==> src/rtl/shift_seq_8bit.sv <==
// Sequential shifter: one bit per cycle (SLL, SRL, SRA, ROL) through IDLE -> SHIFT -> DONE.
// Optional feature macro SHIFT_SEQ_ZERO_FLAG_EN adds a registered zero-result flag output.
module shift_seq_8bit #(
    parameter int WIDTH = 8,
    parameter int AMT_W = 3
) (
    input  logic             clk,
    input  logic             rst_n,
    input  logic             start,
    input  logic [1:0]       op,
    input  logic [AMT_W-1:0] amt,
    input  logic [WIDTH-1:0] in,
    output logic [WIDTH-1:0] out,
    output logic             busy,
`ifdef SHIFT_SEQ_ZERO_FLAG_EN
    output logic             zero,
`endif
    output logic             done
);

    typedef enum logic [1:0] {
        IDLE  = 2'd0,
        SHIFT = 2'd1,
        DONE  = 2'd2
    } state_t;

    localparam logic [1:0] OP_SLL = 2'b00;
    localparam logic [1:0] OP_SRL = 2'b01;
    localparam logic [1:0] OP_SRA = 2'b10;
    localparam logic [1:0] OP_ROL = 2'b11;

    state_t           state_reg;
    state_t           state_next;
    logic [1:0]       op_reg;
    logic [AMT_W-1:0] cnt_reg;
    logic [WIDTH-1:0] out_reg;
    logic [WIDTH-1:0] out_next;

    logic [WIDTH-1:0] shl_step;
    logic [WIDTH-1:0] srl_step;
    logic [WIDTH-1:0] sra_step;
    logic [WIDTH-1:0] rol_step;

    // Single-bit move for each operation; only the edge bits differ between them.
    genvar gi;
    generate
        for (gi = 0; gi < WIDTH; gi++) begin : g_step
            if (gi == 0) begin : g_lsb
                assign shl_step[gi] = 1'b0;
                assign rol_step[gi] = out_reg[WIDTH-1];
            end else begin : g_lsb_n
                assign shl_step[gi] = out_reg[gi-1];
                assign rol_step[gi] = out_reg[gi-1];
            end
            if (gi == WIDTH-1) begin : g_msb
                assign srl_step[gi] = 1'b0;
                assign sra_step[gi] = out_reg[WIDTH-1];
            end else begin : g_msb_n
                assign srl_step[gi] = out_reg[gi+1];
                assign sra_step[gi] = out_reg[gi+1];
            end
        end
    endgenerate

    // State register
    always_ff @(posedge clk or negedge rst_n) begin
        if (!rst_n) begin
            state_reg <= IDLE;
        end else begin
            state_reg <= state_next;
        end
    end

    // Next-state logic
    always_comb begin
        state_next = state_reg;
        case (state_reg)
            IDLE:    if (start) state_next = SHIFT;
            SHIFT:   if (cnt_reg == '0) state_next = DONE;
            DONE:    state_next = IDLE;
            default: state_next = IDLE;
        endcase
    end

    // Outputs decoded from the registered state only
    always_comb begin
        busy = 1'b0;
        done = 1'b0;
        case (state_reg)
            SHIFT:   busy = 1'b1;
            DONE:    begin busy = 1'b1; done = 1'b1; end
            default: ;
        endcase
    end

    always_comb begin
        out_next = out_reg;
        case (op_reg)
            OP_SLL:  out_next = shl_step;
            OP_SRL:  out_next = srl_step;
            OP_SRA:  out_next = sra_step;
            OP_ROL:  out_next = rol_step;
            default: out_next = out_reg;
        endcase
    end

    // Operands are captured only on acceptance so later input changes cannot leak in.
    always_ff @(posedge clk or negedge rst_n) begin
        if (!rst_n) begin
            op_reg  <= OP_SLL;
            cnt_reg <= '0;
            out_reg <= '0;
        end else begin
            if (state_reg == IDLE && start) begin
                op_reg  <= op;
                cnt_reg <= amt;
                out_reg <= in;
            end else if (state_reg == SHIFT && cnt_reg != '0) begin
                out_reg <= out_next;
                cnt_reg <= cnt_reg - 1'b1;
            end
        end
    end

    assign out = out_reg;

`ifdef SHIFT_SEQ_ZERO_FLAG_EN
    logic zero_reg;

    // out is not modified on the SHIFT->DONE edge, so out_reg already holds the final value.
    always_ff @(posedge clk or negedge rst_n) begin
        if (!rst_n) begin
            zero_reg <= 1'b0;
        end else if (state_reg == SHIFT && cnt_reg == '0) begin
            zero_reg <= (out_reg == '0);
        end
    end

    assign zero = zero_reg;
`endif

endmodule

==> config.mk <==
export PLATFORM = sky130hd
export DESIGN_NAME = shift_seq_8bit
export DESIGN_NICKNAME = d
export VERILOG_FILES = /design/src/rtl/shift_seq_8bit.sv
export SDC_FILE = /design/constraint.sdc
export NUM_CORES = 1
export LEC_CHECK = 0
export ABC_CLOCK_PERIOD_IN_PS = 4290
export CAP_MARGIN = 15
export CORE_MARGIN = 3
export CORE_UTILIZATION = 45
export CTS_BUF_LIST = sky130_fd_sc_hd__clkbuf_4
export DETAILED_ROUTE_END_ITERATION = 16
export GPL_ROUTABILITY_DRIVEN = 0
export PLACE_DENSITY_LB_ADDON = 0.15
export SLEW_MARGIN = 20
export SYNTH_ARGS = -nofsm -noshare
export SYNTH_HDL_FRONTEND = slang
export SYNTH_SLANG_ARGS = --single-unit
==> constraint.sdc <==
create_clock -name clk -period 4.29 [get_ports clk]
set_input_delay 0.858 -clock clk [delete_from_list [all_inputs] [get_ports clk]]
set_output_delay 0.858 -clock clk [all_outputs]
set_load 0.01 [all_outputs]
==> results of run 1 <==
==> worst max-delay path: cells and delay by family (launching register included) <==
kind / cells / cell delay [ns]
adder cells (fa/ha/maj): 1 / 0.27
buffers and inverters: 2 / 0.60
flip-flops: 1 / 0.38
==> report_power, final <==
part	switching, W	internal (W)
clock network	0.0000467	0.0000424
logic	0.000256	0.000296
registers	0.0000782	0.000215
==> metrics by stage <==
stage	hold slack [ns]	instances	power (W)	utilization	setup WS, ns
after floorplan	0.486	95	0.000692	-	2.70
after global placement	0.510	139	0.000834	0.639	2.16
after detailed placement	0.526	139	0.000852	0.639	2.12
after CTS	0.547	143	0.000942	0.656	1.87
after global routing	0.577	143	0.00103	0.656	1.80
final	0.538	143	0.000934	0.656	1.89
==> routing by layer <==
metal	up-vias	wire length (um)
li1	370	-
met5	-	0
met3	4	112
met4	0	27
met2	20	914
met1	368	826
==> layout by cell type (no fill, tap or decap) <==
| cell | count |
|---|---|
| a31oi_1 | 1 |
| ha_1 | 6 |
| inv_1 | 5 |
| a21o_2 | 1 |
| clkdlybuf4s50_1 | 25 |
| nor2_1 | 2 |
| nand3_1 | 6 |
| o21ai_0 | 5 |
| nand4_1 | 1 |
| nand4bb_1 | 1 |
| mux2_2 | 4 |
| a21oi_1 | 1 |
| dfrtp_1 | 15 |
| o22a_1 | 1 |
| nand2b_1 | 1 |
| o211ai_1 | 6 |
| xnor2_1 | 1 |
| nand2_1 | 19 |
| nor2b_1 | 4 |
| mux2i_1 | 6 |
| xnor2_4 | 1 |
| clkbuf_4 | 4 |
| a221oi_1 | 1 |
| and2_1 | 1 |
==> cell type report <==
cell class	count	share of cell area
multi-input combinational	69	0.409
sequential	15	0.314
timing repair buffer	25	0.210
tap	25	0.0262
clock buffer	4	0.0252
inverter	5	0.0157
==> cell families (layout without fill, tap and decap cells) <==
logic type / after synthesis / in the layout / share of synthesized area
mux: 10 / 10 / 0.115
xor+xnor: 2 / 2 / 0.0396
simple gates: 35 / 35 / 0.179
buf+inv: 11 / 34 / 0.0574
flops: 15 / 15 / 0.410
compound gates: 16 / 16 / 0.117
fa+ha+maj: 6 / 6 / 0.0820
==> final timing paths <==
path | endpoint | cells past startpoint | slack, ns | from
setup / recovery | busy | 3 | 1.89 | state_reg[0]$_DFFE_PN0P_
hold / removal | state_reg[1]$_DFFE_PN0P_ | 1 | 0.54 | state_reg[1]$_DFFE_PN0P_
setup reg to reg | cnt_reg[1]$_DFFE_PN0P_ | 6 | 2.47 | cnt_reg[0]$_DFFE_PN0P_
hold reg to reg | state_reg[1]$_DFFE_PN0P_ | 1 | 0.54 | state_reg[1]$_DFFE_PN0P_
max in group asynchronous | out[6]$_DFFE_PN0P_ | 1 | 2.87 | rst_n
min in group asynchronous | state_reg[1]$_DFFE_PN0P_ | 1 | 0.98 | rst_n
==> results.md, run 1 <==
* Detail Placement HPWL at 1420 um
* CTS root buffer: clkbuf_4
* Nature of the critical path startpoint: flop
* Sequential cell area at 375 sq um
* Port buffer count at 25
* Req. time, crit path at 3.43 ns
* Initial core utilization at 0.503
* Core ar. at 1820 sq um
* GRT Util Overall at 0.171
* First-pass GRT wire length at 3360 um
* Min Tclk post-route at 2.40 ns
* Synth Flop Type: dfrtp_1
* Largest stage delay on the critical path at 0.52 ns
* CP endpoint kind: output port
* Top Usage Layer GRT: met2
* Post-cts resize count at 0
* Gr ovfl total at 0
* Top-count cell post-synth: nand2_1
* Worst min path class: flop to flop
* Crit-path slowest cell: clkdlybuf4s50_1
* Initial drt markers at 14
* Vias post-DR at 762
* Post-Syn Nets at 117
* Diode count at 0
* Top cell types by occurrence after synthesis: nand2_1 (19), dfrtp_1 (15)
* Worst slew margin at 0.540
* Initial antenna violation count at 0
* Setup Crit Path Kind: flop to output port
* Clock sink total at 15
* Grt met1 use at 0.219
* Footprint of the multi-input gates at 488 sq um
* Clock Path Buffers at 2
* Final Hold Viols at 0
* Die area at 2610 sq um
* Vias in the first global route at 761
* I/O pin count at 26
* Syn_area_per_cell at 9.64 sq um
* Asr flop ratio synth at 1.00
* Final Slew Violations at 0
* Area Overhead vs Synth at 30.3%
* Postcts setup bufs at 0
* RSZ-0062 raised after global routing: false
* Hold buffer count at CTS at 0
* Mapped Cells at 95
* Chip height at 51.1 um
* Post-route ant nets at 0
* Final Cycle Share at 0.559
* Post-Syn Area at 916 sq um
* Leak pwr at 0.522 nW
* DR DRC count at 0
* Max frequency at 417 MHz
* Post-synth top area share at 0.410
* H-Tree Depth at 1
* VDD IR max at 0.000504 V
* Fillcell total at 162
* Clock buffer count from CTS at 3
* Max FO, Critical Path at 3
* Max reg flops at 8
* TritonCTS clock tree: yes
* Die width at 51.1 um
* Met2 usage at 0.275
* Worst-Margin Slew at 0.688 ns
* Critical path arrival at 1.54 ns
* Post-synthesis sequential area ratio at 0.410
* # setup viols final at 0
* Clock Latency Late Sink at 0.28 ns
* Layout cell share with drive strength beyond 1 at 0.0847
* Critical-path cell list: inv_1 -> ha_1 -> clkdlybuf4s50_1
* Clock Skews at 0.00196 ns
* M3 GR Usage at 0.0437
* Avg Vias per Cell at 5.33
* Row Count at 15
* Maxcap violations at 0
* Top cells by area, synth: dfrtp_1 (41%), ha_1 (8.2%), nand2_1 (7.8%), mux2i_1 (6.6%), mux2_2 (4.9%)
* Final wirelength at 1880 um
* EDFF count, synth at 0
* Routed length per instance at 13.2 um
* Power Dens Cells at 783 nW/um^2
* Fin area at 1190 sq um
* Drt pass-1 iters at 4
* #FFs+latches synth at 15
* Register clock-pin slew on the reported worst setup and hold paths at 0.09 ns
* Ys Warns at 0
* Post-place instance area at 1160 sq um
* Largest net degree at the start of global routing at 17
* Outcome: finished clean
* Fin nets at 141
* Setup tns final at 0 ns
* Distinct cells, synth at 25
* Post-synth top area cell: dfrtp_1
(Power assumes the default switching activity.)
==> run 2, diff against run 1 <==
ABC_CLOCK_PERIOD_IN_PS = 2510   (was 4290)
clock period = 2.51 ns   (was 4.29 ns; I/O delays follow)
==> results.md, run 2 (synthesis gave the netlist of run 1 again) <==
* Outcome: finished clean (unchanged)
* Worst Hold Launch: state_reg[1]$_DFFE_PN0P_ (unchanged)
* Max frequency at 484 MHz
* Maxcap violations at 0 (unchanged)
* Clock Path Buffers at 2 (unchanged)
* Post-place instance area at 1160 sq um (unchanged)
* Req. time, crit path at 2.01 ns (was 3.43 ns)
* Final Cycle Share at 0.823
* Commonest non-fill, non-tap cell in the layout: clkdlybuf4s50_1 (unchanged)
* Nature of the critical path startpoint: flop (unchanged)
* WL met2 at 852 um (was 914 um)
* Row Count at 15 (unchanged)
* Worst slew margin at 0.545 (was 0.540)
* Initial drt markers at 8 (was 14)
* WL met3 at 88 um (was 112 um)
* Detail Placement HPWL at 1400 um (was 1420 um)
* Routed length per instance at 13.1 um (was 13.2 um)
* Clock buffer count from CTS at 3 (unchanged)
* Vias post-DR at 738 (was 762)
* Power Dens Cells at 1350 nW/um^2 (was 783 nW/um^2)
* DR DRC count at 0 (unchanged)
* Post-cts resize count at 0 (unchanged)
* Final Power at 0.00161 W (was 0.000934 W)
* Sequential cell area at 375 sq um (unchanged)
* Worst-Margin Slew at 0.681 ns (was 0.688 ns)
* Diode count at 0 (unchanged)
* Commonest non-fill, non-tap cells in the layout: clkdlybuf4s50_1 (25), nand2_1 (19), dfrtp_1 (15) (unchanged)
* Initial antenna violation count at 0 (unchanged)
* Vias in the first global route at 762 (was 761)
* Core ar. at 1820 sq um (unchanged)
* Worst reg2reg startpoint: cnt_reg[0]$_DFFE_PN0P_ (unchanged)
* Footprint of the multi-input gates at 488 sq um (unchanged)
* Min Tclk post-route at 2.07 ns
* Max FO, Critical Path at 3 (unchanged)
* GRT Util Overall at 0.167 (was 0.171)
* Drt pass-1 iters at 4 (unchanged)
* Final Hold Viols at 0 (unchanged)
* Largest net degree at the start of global routing at 17 (unchanged)
* Fin area at 1190 sq um (unchanged)
* Fin nets at 141 (unchanged)
* Chip height at 51.1 um (unchanged)
* First-pass GRT wire length at 3310 um (was 3360 um)
* Port buffer count at 25 (unchanged)
* TritonCTS clock tree: yes (unchanged)
* Register clock-pin slew on the reported worst setup and hold paths at 0.09 ns (about the same)
* Final Slew Violations at 0 (unchanged)
* Gr ovfl total at 0 (unchanged)
* Leak pwr at 0.522 nW (unchanged)
* Postcts setup bufs at 0 (unchanged)
* Avg Vias per Cell at 5.16 (was 5.33)
* RSZ-0062 raised after global routing: false (unchanged)
* Post-route ant nets at 0 (unchanged)
* Max reg flops at 8 (unchanged)
* VDD IR max at 0.000916 V (was 0.000504 V)
* CP endpoint kind: output port (unchanged)
* Initial core utilization at 0.503 (unchanged)
* Core Util, Final at 0.656 (unchanged)
* Setup Crit Path Kind: flop to output port (unchanged)
* Worst min path class: flop to flop (unchanged)
* Setup tns final at 0 ns (unchanged)
* Layout cell share with drive strength beyond 1 at 0.0847 (unchanged)
* Fillcell total at 170 (was 162)
* Area Overhead vs Synth at 30.3% (unchanged)
* Hold buffer count at CTS at 0 (unchanged)
* Clock sink total at 15 (unchanged)
* Die width at 51.1 um (unchanged)
* Clock Skews at 0.00234 ns (was 0.00196 ns)
* Die area at 2610 sq um (unchanged)
* Hold path depth at 1 (unchanged)
* Clock Latency Late Sink at 0.28 ns (about the same)
* Critical path arrival at 1.56 ns (was 1.54 ns)
* Hold Slack at 0.552 ns (was 0.538 ns)
* Met1 Wirelength at 923 um (was 826 um)
* CTS root buffer: clkbuf_4 (unchanged)
* # setup viols final at 0 (unchanged)
* H-Tree Depth at 1 (unchanged)
* I/O pin count at 26 (unchanged)
* Final wirelength at 1870 um (was 1880 um)
* Worst R2R Path Depth at 6 (unchanged)
* CP startpoint: state_reg[1]$_DFFE_PN0P_ (was state_reg[0]$_DFFE_PN0P_)
* DR top layer: met4 (unchanged)
## run 2: cell counts in the layout (fill, tap and decap cells not counted)
No cell type changed its count.
## run 2: critical path, stage by stage, from the launching register on
cell and delay (ns):
dfrtp_1 0.39, inv_1 0.09, ha_1 0.27, clkdlybuf4s50_1 0.52
## run 2: metrics by stage
| stage | setup WS [ns] | std cells |
|---|---|---|
| 6_report | 0.445 | 143 |
| 2_1_floorplan | 0.989 | 95 |
| 5_1_grt | 0.373 | 143 |
| 3_5_place_dp | 0.677 | 139 |
| 3_3_place_gp | 0.697 | 139 |
| 4_1_cts | 0.434 | 143 |
## run 2: layout make-up
type                            count  area share
Inverter                            5      0.0157
Tap cell                           25      0.0262
Sequential cell                    15       0.314
Multi-Input combinational cell     69       0.409
Clock buffer                        4      0.0252
Timing Repair Buffer               25       0.210
## run 2: path summary, 6_finish.rpt
check / slack, ns / end
max reg2reg: 0.75 / cnt_reg[1]$_DFFE_PN0P_
min: 0.55 / state_reg[1]$_DFFE_PN0P_
min in group asynchronous: 0.63 / state_reg[0]$_DFFE_PN0P_
min reg2reg: 0.55 / state_reg[1]$_DFFE_PN0P_
max in group asynchronous: 1.45 / cnt_reg[1]$_DFFE_PN0P_
max: 0.44 / busy
## run 2: routing by layer
layer	global-route usage	vias to the layer above
li1	-	372
met1	0.219	345
met2	0.273	19
met3	0.0379	2
met4	0.0538	0
met5	0	-
## run 2: power by group
part	total (W)	switching, W	internal, W
sequential	0.000507	0.000140	0.000367
clock	0.000151	0.0000790	0.0000724
combinational	0.000950	0.000443	0.000508
total	0.00161	0.000662	0.000947
==> run 3, diff against run 2 <==
ABC_CLOCK_PERIOD_IN_PS = 1900   (was 2510)
clock period = 1.9 ns   (was 2.51 ns; I/O delays follow)
==> results.md, run 3 (synthesis gave the netlist of run 1 again) <==
* Outcome: finished clean (unchanged)
* Setup WS post-layout at 0.0782 ns (was 0.445 ns)
* Initial core utilization at 0.503 (unchanged)
* Avg Vias per Cell at 5.19 (was 5.16)
* Chip height at 51.1 um (unchanged)
* Worst slew margin at 0.780 (was 0.545)
* Gr ovfl total at 0 (unchanged)
* DR DRC count at 0 (unchanged)
* Final wirelength at 2040 um (was 1870 um)
* Worst min path class: input pin to async pin (was flop to flop)
* Die area at 2610 sq um (unchanged)
* # setup viols final at 0 (unchanged)
* Initial drt markers at 8 (unchanged)
* Crit-path slowest cell: clkdlybuf4s50_1 (unchanged)
* Fin cells at 149 (was 143)
* Clock Latency Late Sink at 0.28 ns (about the same)
* Fillcell total at 169 (was 170)
* Detail Placement HPWL at 1560 um (was 1400 um)
* Final Cycle Share at 0.959
* Post-route ant nets at 0 (unchanged)
* Leak pwr at 0.554 nW (was 0.522 nW)
* Clock Skews at 0.00556 ns (was 0.00234 ns)
* Final Slew Violations at 0 (unchanged)
* Core ar. at 1820 sq um (unchanged)
* CTS root buffer: clkbuf_4 (unchanged)
* DP Worst Slack at 0.140 ns (was 0.677 ns)
* Dpl cells at 143 (was 139)
* Largest net degree at the start of global routing at 16 (was 17)
* Vias in the first global route at 830 (was 762)
* Port buffer count at 25 (unchanged)
* Min Tclk post-route at 1.82 ns
* RR Endpoint: cnt_reg[1]$_DFFE_PN0P_ (unchanged)
* Commonest non-fill, non-tap cells in the layout: clkdlybuf4s50_1 (24), nand2_1 (19), dfrtp_1 (15) (was clkdlybuf4s50_1 (25), nand2_1 (19), dfrtp_1 (15))
* Final Hold Viols at 0 (unchanged)
* Drt pass-1 iters at 4 (unchanged)
* Fin nets at 147 (was 141)
* Hold buffer count at CTS at 0 (unchanged)
* CP endpoint kind: output port (unchanged)
* Max reg flops at 8 (unchanged)
* Diode count at 0 (unchanged)
* Worst reg2reg startpoint: cnt_reg[0]$_DFFE_PN0P_ (unchanged)
* Worst R2R Path Depth at 6 (unchanged)
* Max frequency at 549 MHz
* Hold Slack at 0.412 ns (was 0.552 ns)
* Clock Path Buffers at 2 (unchanged)
* Max FO, Critical Path at 2 (was 3)
* Worst-Margin Slew at 0.330 ns (was 0.681 ns)
* I/O pin count at 26 (unchanged)
* Crit path buffers/inverters at 2 (unchanged)
* First-pass GRT wire length at 3630 um (was 3310 um)
* Commonest non-fill, non-tap cell in the layout: clkdlybuf4s50_1 (unchanged)
* Die width at 51.1 um (unchanged)
* Maxcap violations at 0 (unchanged)
* Nature of the critical path startpoint: flop (unchanged)
* Clock sink total at 15 (unchanged)
* Layout cell share with drive strength beyond 1 at 0.145 (was 0.0847)
* H-Tree Depth at 1 (unchanged)
* CP top delay family: buffers and inverters (unchanged)
* Largest stage delay on the critical path at 0.48 ns (was 0.52 ns)
* RSZ-0062 raised after global routing: false (unchanged)
* Setup tns final at 0 ns (unchanged)
* TritonCTS clock tree: yes (unchanged)
* Critical-path cell list: buf_4 -> ha_1 -> clkdlybuf4s50_1 (was inv_1 -> ha_1 -> clkdlybuf4s50_1)
* Initial antenna violation count at 0 (unchanged)
* GRT Util Overall at 0.186 (was 0.167)
* Req. time, crit path at 1.52 ns (was 2.01 ns)
* Routed length per instance at 13.7 um (was 13.1 um)
* Power Dens Cells at 1770 nW/um^2 (was 1350 nW/um^2)
* Row Count at 15 (unchanged)
* R2R Setup Slk at 0.25 ns (was 0.75 ns)
* Critical path arrival at 1.44 ns (was 1.56 ns)
* Vias post-DR at 773 (was 738)
* Area Overhead vs Synth at 35.4% (was 30.3%)
* Register clock-pin slew on the reported worst setup and hold paths at 0.10 ns (was 0.09 ns)
* VDD IR max at 0.00113 V (was 0.000916 V)
* Setup Crit Path Kind: flop to output port (unchanged)
* Clock buffer count from CTS at 3 (unchanged)
run 3: changes by cell type in the layout (fill, tap and decap cells not counted):
cell	delta
buf_4	+6
clkbuf_4	-1
clkdlybuf4s50_1	-1
clkinv_2	+1
dlygate4sd2_1	+1
nand2b_1	-1
nand2b_2	+1
nor2b_1	-1
nor2b_2	+1
run 3: worst reg2reg max path: stages (launching register included):
cell and delay [ns]:
dfrtp_1 0.37, inv_1 0.05, ha_1 0.19, ha_1 0.22, nor2b_2 0.26, mux2_2 0.36, o21ai_0 0.13
run 3: per-layer routing:
metal,GRT usage,vias to the layer above,share of wire
li1,-,384,-
met1,0.217,366,0.42
met2,0.318,17,0.51
met3,0.0292,6,0.037
met4,0.108,0,0.026
met5,0,-,0
run 3: cell type report:
cell class                 instances  area, sq um  area share
tap                               25         31.3      0.0252
inverter                           5         18.8      0.0151
clock inverter                     1         5.00     0.00404
clock buffer                       3         22.5      0.0182
multi-input combinational         69          493       0.398
timing repair buffer              31          294       0.237
sequential                        15          375       0.303
run 3: timing repair:
action | in CTS | in global routing
hold endpoints to repair | 0 | 0
endpoints found under the setup margin | 1 | 8
resized for setup | 1 | 2
setup buffers | 2 | 0
run 3: worst max path at each step:
stage | from | end | slack [ns] | cells past startpoint
floorplan | cnt_reg[0]$_DFFE_PN0P_ | cnt_reg[1]$_DFFE_PN0P_ | 0.38 | 7
global placement | cnt_reg[0]$_DFFE_PN0P_ | cnt_reg[1]$_DFFE_PN0P_ | 0.22 | 6
detailed placement | cnt_reg[0]$_DFFE_PN0P_ | out[3]$_DFFE_PN0P_ | 0.14 | 6
CTS | state_reg[0]$_DFFE_PN0P_ | done | 0.06 | 3
global route | state_reg[0]$_DFFE_PN0P_ | done | 0.002 | 3
finish | state_reg[1]$_DFFE_PN0P_ | done | 0.08 | 3
run 3: power breakdown:
group / internal, W / switching, W / leakage, nW / total, W
Clock: 0.0000780 / 0.000104 / 0.0177 / 0.000182
Sequential: 0.000485 / 0.000174 / 0.185 / 0.000659
Combinational: 0.000723 / 0.000627 / 0.351 / 0.00135
run 3: metrics by stage:
step | util | area [sq um] | total power (W)
2_1_floorplan | - | 916 | 0.00156
3_3_place_gp | 0.656 | 1190 | 0.00194
3_5_place_dp | 0.656 | 1190 | 0.00199
4_1_cts | 0.678 | 1230 | 0.00219
5_1_grt | 0.681 | 1240 | 0.00240
6_report | 0.681 | 1240 | 0.00219
